--- src/rtl/shift_pkg.sv ---
// Shared types for the multi-cycle shift unit: operation encodings and FSM states.
package shift_pkg;

  typedef enum logic [1:0] {
    SLL = 2'b00,
    SRL = 2'b01,
    SRA = 2'b10,
    ROR = 2'b11
  } shift_op_t;

  typedef enum logic [1:0] {
    IDLE,
    SHIFT,
    DONE
  } shift_state_t;

endpackage

--- src/rtl/shift_step.sv ---
// One iteration of the shift unit: shifts acc_i by k_i (<= STEP) bits using a
// log2(STEP)+1 stage mux chain, one stage per power-of-two weight of k_i.
module shift_step
  import shift_pkg::*;
#(
  parameter  int WIDTH = 32,
  parameter  int STEP  = 4,
  localparam int SW    = $clog2(WIDTH)
) (
  input  logic [WIDTH-1:0] acc_i,
  input  logic [SW:0]      k_i,
  input  shift_op_t        op_i,
  output logic [WIDTH-1:0] res_o
);

  localparam int NST = $clog2(STEP) + 1;

  logic [NST:0][WIDTH-1:0] stg;

  assign stg[0] = acc_i;

  for (genvar j = 0; j < NST; j++) begin : g_stage
    localparam int S = 1 << j;

    logic [WIDTH-1:0] rot;
    logic [WIDTH-1:0] shf;

    // A full-width rotate is the identity; only reachable when STEP == WIDTH.
    if (S < WIDTH) begin : g_rot
      assign rot = {stg[j][S-1:0], stg[j][WIDTH-1:S]};
    end else begin : g_full
      assign rot = stg[j];
    end

    always_comb begin
      shf = stg[j];
      unique case (op_i)
        SLL: shf = stg[j] << S;
        SRL: shf = stg[j] >> S;
        SRA: shf = WIDTH'($signed(stg[j]) >>> S);
        ROR: shf = rot;
      endcase
    end

    assign stg[j+1] = k_i[j] ? shf : stg[j];
  end

  assign res_o = stg[NST];

  // Bits of k_i above the largest stage weight are always zero because k_i <= STEP.
  if (NST <= SW) begin : g_k_hi
    logic unused_k_hi;
    assign unused_k_hi = ^k_i[SW:NST];
  end

endmodule

--- src/rtl/shift_unit_seq.sv ---
// Multi-cycle shift unit (SLL/SRL/SRA/ROR) with valid/ready handshakes on both sides;
// shifts at most STEP bits per cycle through the shift_step datapath.
module shift_unit_seq
  import shift_pkg::*;
#(
  parameter  int WIDTH = 32,
  parameter  int STEP  = 4,
  localparam int SW    = $clog2(WIDTH)
) (
  input  logic             clk,
  input  logic             rst,
  input  logic             in_valid,
  output logic             in_ready,
  input  logic [WIDTH-1:0] in_data,
  input  logic [SW-1:0]    in_shamt,
  input  logic [1:0]       in_op,
  output logic             out_valid,
  input  logic             out_ready,
  output logic [WIDTH-1:0] out_data,
  output logic             busy
);

  localparam logic [SW:0] STEP_K = (SW+1)'(STEP);

  shift_state_t     state_q, state_d;
  logic [WIDTH-1:0] acc_q, acc_d;
  logic [SW-1:0]    rem_q, rem_d;
  shift_op_t        op_q, op_d;

  logic [SW:0]      rem_ext;
  logic [SW:0]      k;
  logic [SW-1:0]    rem_next;
  logic [WIDTH-1:0] step_res;

  // k is one bit wider than rem so STEP == WIDTH is representable; k <= rem always.
  assign rem_ext  = {1'b0, rem_q};
  assign k        = (rem_ext > STEP_K) ? STEP_K : rem_ext;
  assign rem_next = rem_q - k[SW-1:0];

  shift_step #(
    .WIDTH (WIDTH),
    .STEP  (STEP)
  ) u_step (
    .acc_i (acc_q),
    .k_i   (k),
    .op_i  (op_q),
    .res_o (step_res)
  );

  always_ff @(posedge clk or posedge rst) begin
    if (rst) begin
      state_q <= IDLE;
      acc_q   <= '0;
      rem_q   <= '0;
      op_q    <= SLL;
    end else begin
      state_q <= state_d;
      acc_q   <= acc_d;
      rem_q   <= rem_d;
      op_q    <= op_d;
    end
  end

  always_comb begin
    state_d = state_q;
    acc_d   = acc_q;
    rem_d   = rem_q;
    op_d    = op_q;
    unique case (state_q)
      IDLE: begin
        if (in_valid) begin
          acc_d   = in_data;
          rem_d   = in_shamt;
          op_d    = shift_op_t'(in_op);
          state_d = (in_shamt == '0) ? DONE : SHIFT;
        end
      end
      SHIFT: begin
        acc_d = step_res;
        rem_d = rem_next;
        if (rem_next == '0) state_d = DONE;
      end
      DONE: begin
        if (out_ready) state_d = IDLE;
      end
      default: state_d = IDLE;
    endcase
  end

  assign in_ready  = (state_q == IDLE);
  assign busy      = (state_q != IDLE);
  assign out_valid = (state_q == DONE);
  assign out_data  = acc_q;

endmodule

--- config.mk ---
export PLATFORM = sky130hd
export DESIGN_NAME = shift_unit_seq
export DESIGN_NICKNAME = d
export VERILOG_FILES = /design/src/rtl/shift_pkg.sv /design/src/rtl/shift_step.sv /design/src/rtl/shift_unit_seq.sv
export SDC_FILE = /design/constraint.sdc
export NUM_CORES = 1
export LEC_CHECK = 0
export CORE_ASPECT_RATIO = 0.9
export CORE_MARGIN = 4
export CORE_UTILIZATION = 30
export CTS_BUF_LIST = sky130_fd_sc_hd__clkbuf_8
export DETAILED_ROUTE_END_ITERATION = 8
export PLACE_DENSITY = 0.57
export SKIP_LAST_GASP = 1
export SLEW_MARGIN = 20
export SYNTH_ARGS = -nofsm -noshare
export SYNTH_HDL_FRONTEND = slang
export SYNTH_HIERARCHICAL = 1
export SYNTH_SLANG_ARGS = --single-unit
--- constraint.sdc ---
create_clock -name clk -period 2.97 [get_ports clk]
set_input_delay 0.7425 -clock clk [delete_from_list [all_inputs] [get_ports clk]]
set_output_delay 0.7425 -clock clk [all_outputs]
set_load 0.02 [all_outputs]
==> results.txt <==
Setup ws final - 0.153 ns
Ys Warns - 6
Synthesized Nets - 688
Final min period - 2.82 ns
End point of the critical path - out_data[11]
GRT Total Usage - 0.196
Ant diodes - 0
Initial Util - 0.307
Worst reg2reg endpoint - out_data[11]
DR iter-0 viols - 535
Arrival @ worst endpoint - 3.07 ns
Switch share - 0.546
Maximum net fanout on the critical path - 34
Sw power - 4.39 mW
Die X - 144 um
Drt total wl - 18300 um
Fin crit share - 0.949
CP endpoint kind - flop
CP Launch Point - rem_q[3]
1st-pass router iterations - 5
Post-DP HPWL - 12800 um
DP Cell Count - 886
Reg clk slew, reported paths - 0.10 ns
CTS root buffer - clkbuf_8
Vias in the first global route - 5046
Setup Crit Path Kind - flop to flop
IO Count - 78
Pin count of the biggest net entering global routing - 75
Fin area - 6060 um^2
Internal reg-to-reg setup slack - 0.15 ns
Multi-input gate area - 3570 um^2
R2R depth - 10
Share of cells above drive strength 1 - 0.103
First-pass GRT wire length - 29300 um
Outcome - finished, final reports clean
Fill cells - 1656
Fin cells - 895
Max Slew Vio Count - 0
Power Internal - 3.65 mW
Number of routed nets with antenna violations - 0
Setup tns final - 0 ns
Worst skew pair latency - 0.33 ns
Clock Power Share - 0.051
Worst setup SP type - flop
Wire per inst - 20.5 um
Num CTS Buffers - 5
Slew @ Worst Pin - 0.730 ns
Clock skew - 0.00790 ns
CP Data Required Time - 3.22 ns
RR Startpoint - rem_q[3]
Die area - 18800 um^2
CTS tree - built
CORE AREA - 16200 um^2
Slew headroom - 0.512
Peak supply drop - 0.683 mV
GRT overflow - 0
Clk sink count - 41
Max_cap viols - 0
Combinational share of power - 0.759
Worst path cell trace - or3_4 > nor2_4 > buf_12 > buf_4 > nor2_1 > a311oi_2 > a2111oi_0 > a221oi_1 > mux2i_1 > o21ai_0
Pleak - 2.13 nW
Via density - 6.08
Fmax achieved - 355 MHz
Slowest-stage cell, CP - dfrtp_1
Placement Cell Area - 5960 um^2
Post-Syn Instances - 644
Routability cong. - 0.906
Pwr dens - 1330 nW/um^2
Routed vias - 5442
Synth Cell Area - 4990 um^2
H-Tree Depth - 2
DIE HEIGHT - 130 um
Maximum clock insertion buffer count - 2
Final nets - 731
RSZ-0062 raised after global routing - false
Area Growth Syn to Fin - 21.4%
Register area - 1030 um^2
Flop pwr share - 0.190
Worst min path class - flop to flop
Worst path max stage delay - 0.46 ns
Final hold vios - 0
Initial antenna violation count - 0
Pre-CTS WS - 0.178 ns
Final Util - 0.373
Row cnt - 44
Commonest non-fill, non-tap cells in the layout - clkdlybuf4s50_1 (77), nand2_1 (75), o21ai_0 (63), nor2_1 (53), mux2i_1 (48)
Port bufs - 77
# DRC - 0
Most common cell after layout, fill and taps aside - clkdlybuf4s50_1
# setup viols final - 0
Mean post-synth cell area - 7.75 um^2
sequential cells by signal, indices dropped and copies added (netlist names):
signal and flops:
state_q 2, out_data 32, op_q 2, rem_q 5
routing by layer:
| metal | part of all wire | wire length (um) | GRT usage | vias to the layer above |
|---|---|---|---|---|
| met5 | 0 | 0 | 0 | - |
| met3 | 0.075 | 1370 | 0.0396 | 34 |
| li1 | - | - | - | 2535 |
| met1 | 0.46 | 8390 | 0.284 | 2593 |
| met4 | 0.017 | 320 | 0.0410 | 0 |
| met2 | 0.45 | 8270 | 0.302 | 280 |
per-stage QoR:
step | power [mW] | hold WS, ns
after floorplan | 5.62 | 0.521
after global placement | 7.48 | 0.574
after detailed placement | 7.55 | 0.601
after CTS | 7.98 | 0.621
after global routing | 8.72 | 0.655
final | 8.03 | 0.637
area by class of cell:
cell class | count | share of cell area
timing repair buffer | 104 | 0.175
sequential | 41 | 0.169
tap | 207 | 0.0428
clock inverter | 3 | 0.00289
multi-input combinational | 521 | 0.590
clock buffer | 5 | 0.0114
inverter | 14 | 0.00867
worst max-delay path, delay by kind of cell, from the launching register on:
kind / cells / cell delay [ns]
compound gates: 4 / 0.93
buf+inv: 2 / 0.45
mux: 1 / 0.11
flops: 1 / 0.46
simple gates: 3 / 0.78
worst min-delay path by stage:
| stage | from | to | slack, ns | depth (start not counted) |
|---|---|---|---|---|
| after CTS | rem_q[4] | rem_q[4] | 0.62 | 2 |
| after global placement | rem_q[4] | rem_q[4] | 0.57 | 2 |
| after detailed placement | rem_q[4] | rem_q[4] | 0.60 | 2 |
| final | state_q[1] | state_q[0] | 0.64 | 2 |
| after global routing | rem_q[0] | rem_q[0] | 0.65 | 2 |
| after floorplan | rem_q[0] | rem_q[0] | 0.52 | 2 |
power groups by stage:
stage | sequential [mW] | clock [mW] | combinational, mW
2_1_floorplan | 1.52 | 0 | 4.11
3_3_place_gp | 1.52 | 0 | 5.96
3_5_place_dp | 1.52 | 0 | 6.02
4_1_cts | 1.52 | 0.422 | 6.04
5_1_grt | 1.60 | 0.440 | 6.69
6_report | 1.52 | 0.410 | 6.10
what timing repair did:
item,4_1_cts,5_1_grt
endpoints found under the setup margin,0,5
hold buffers,0,0
buffers inserted,0,1
gates resized for setup,0,1
Note: power is estimated with default switching activity, not from simulation.
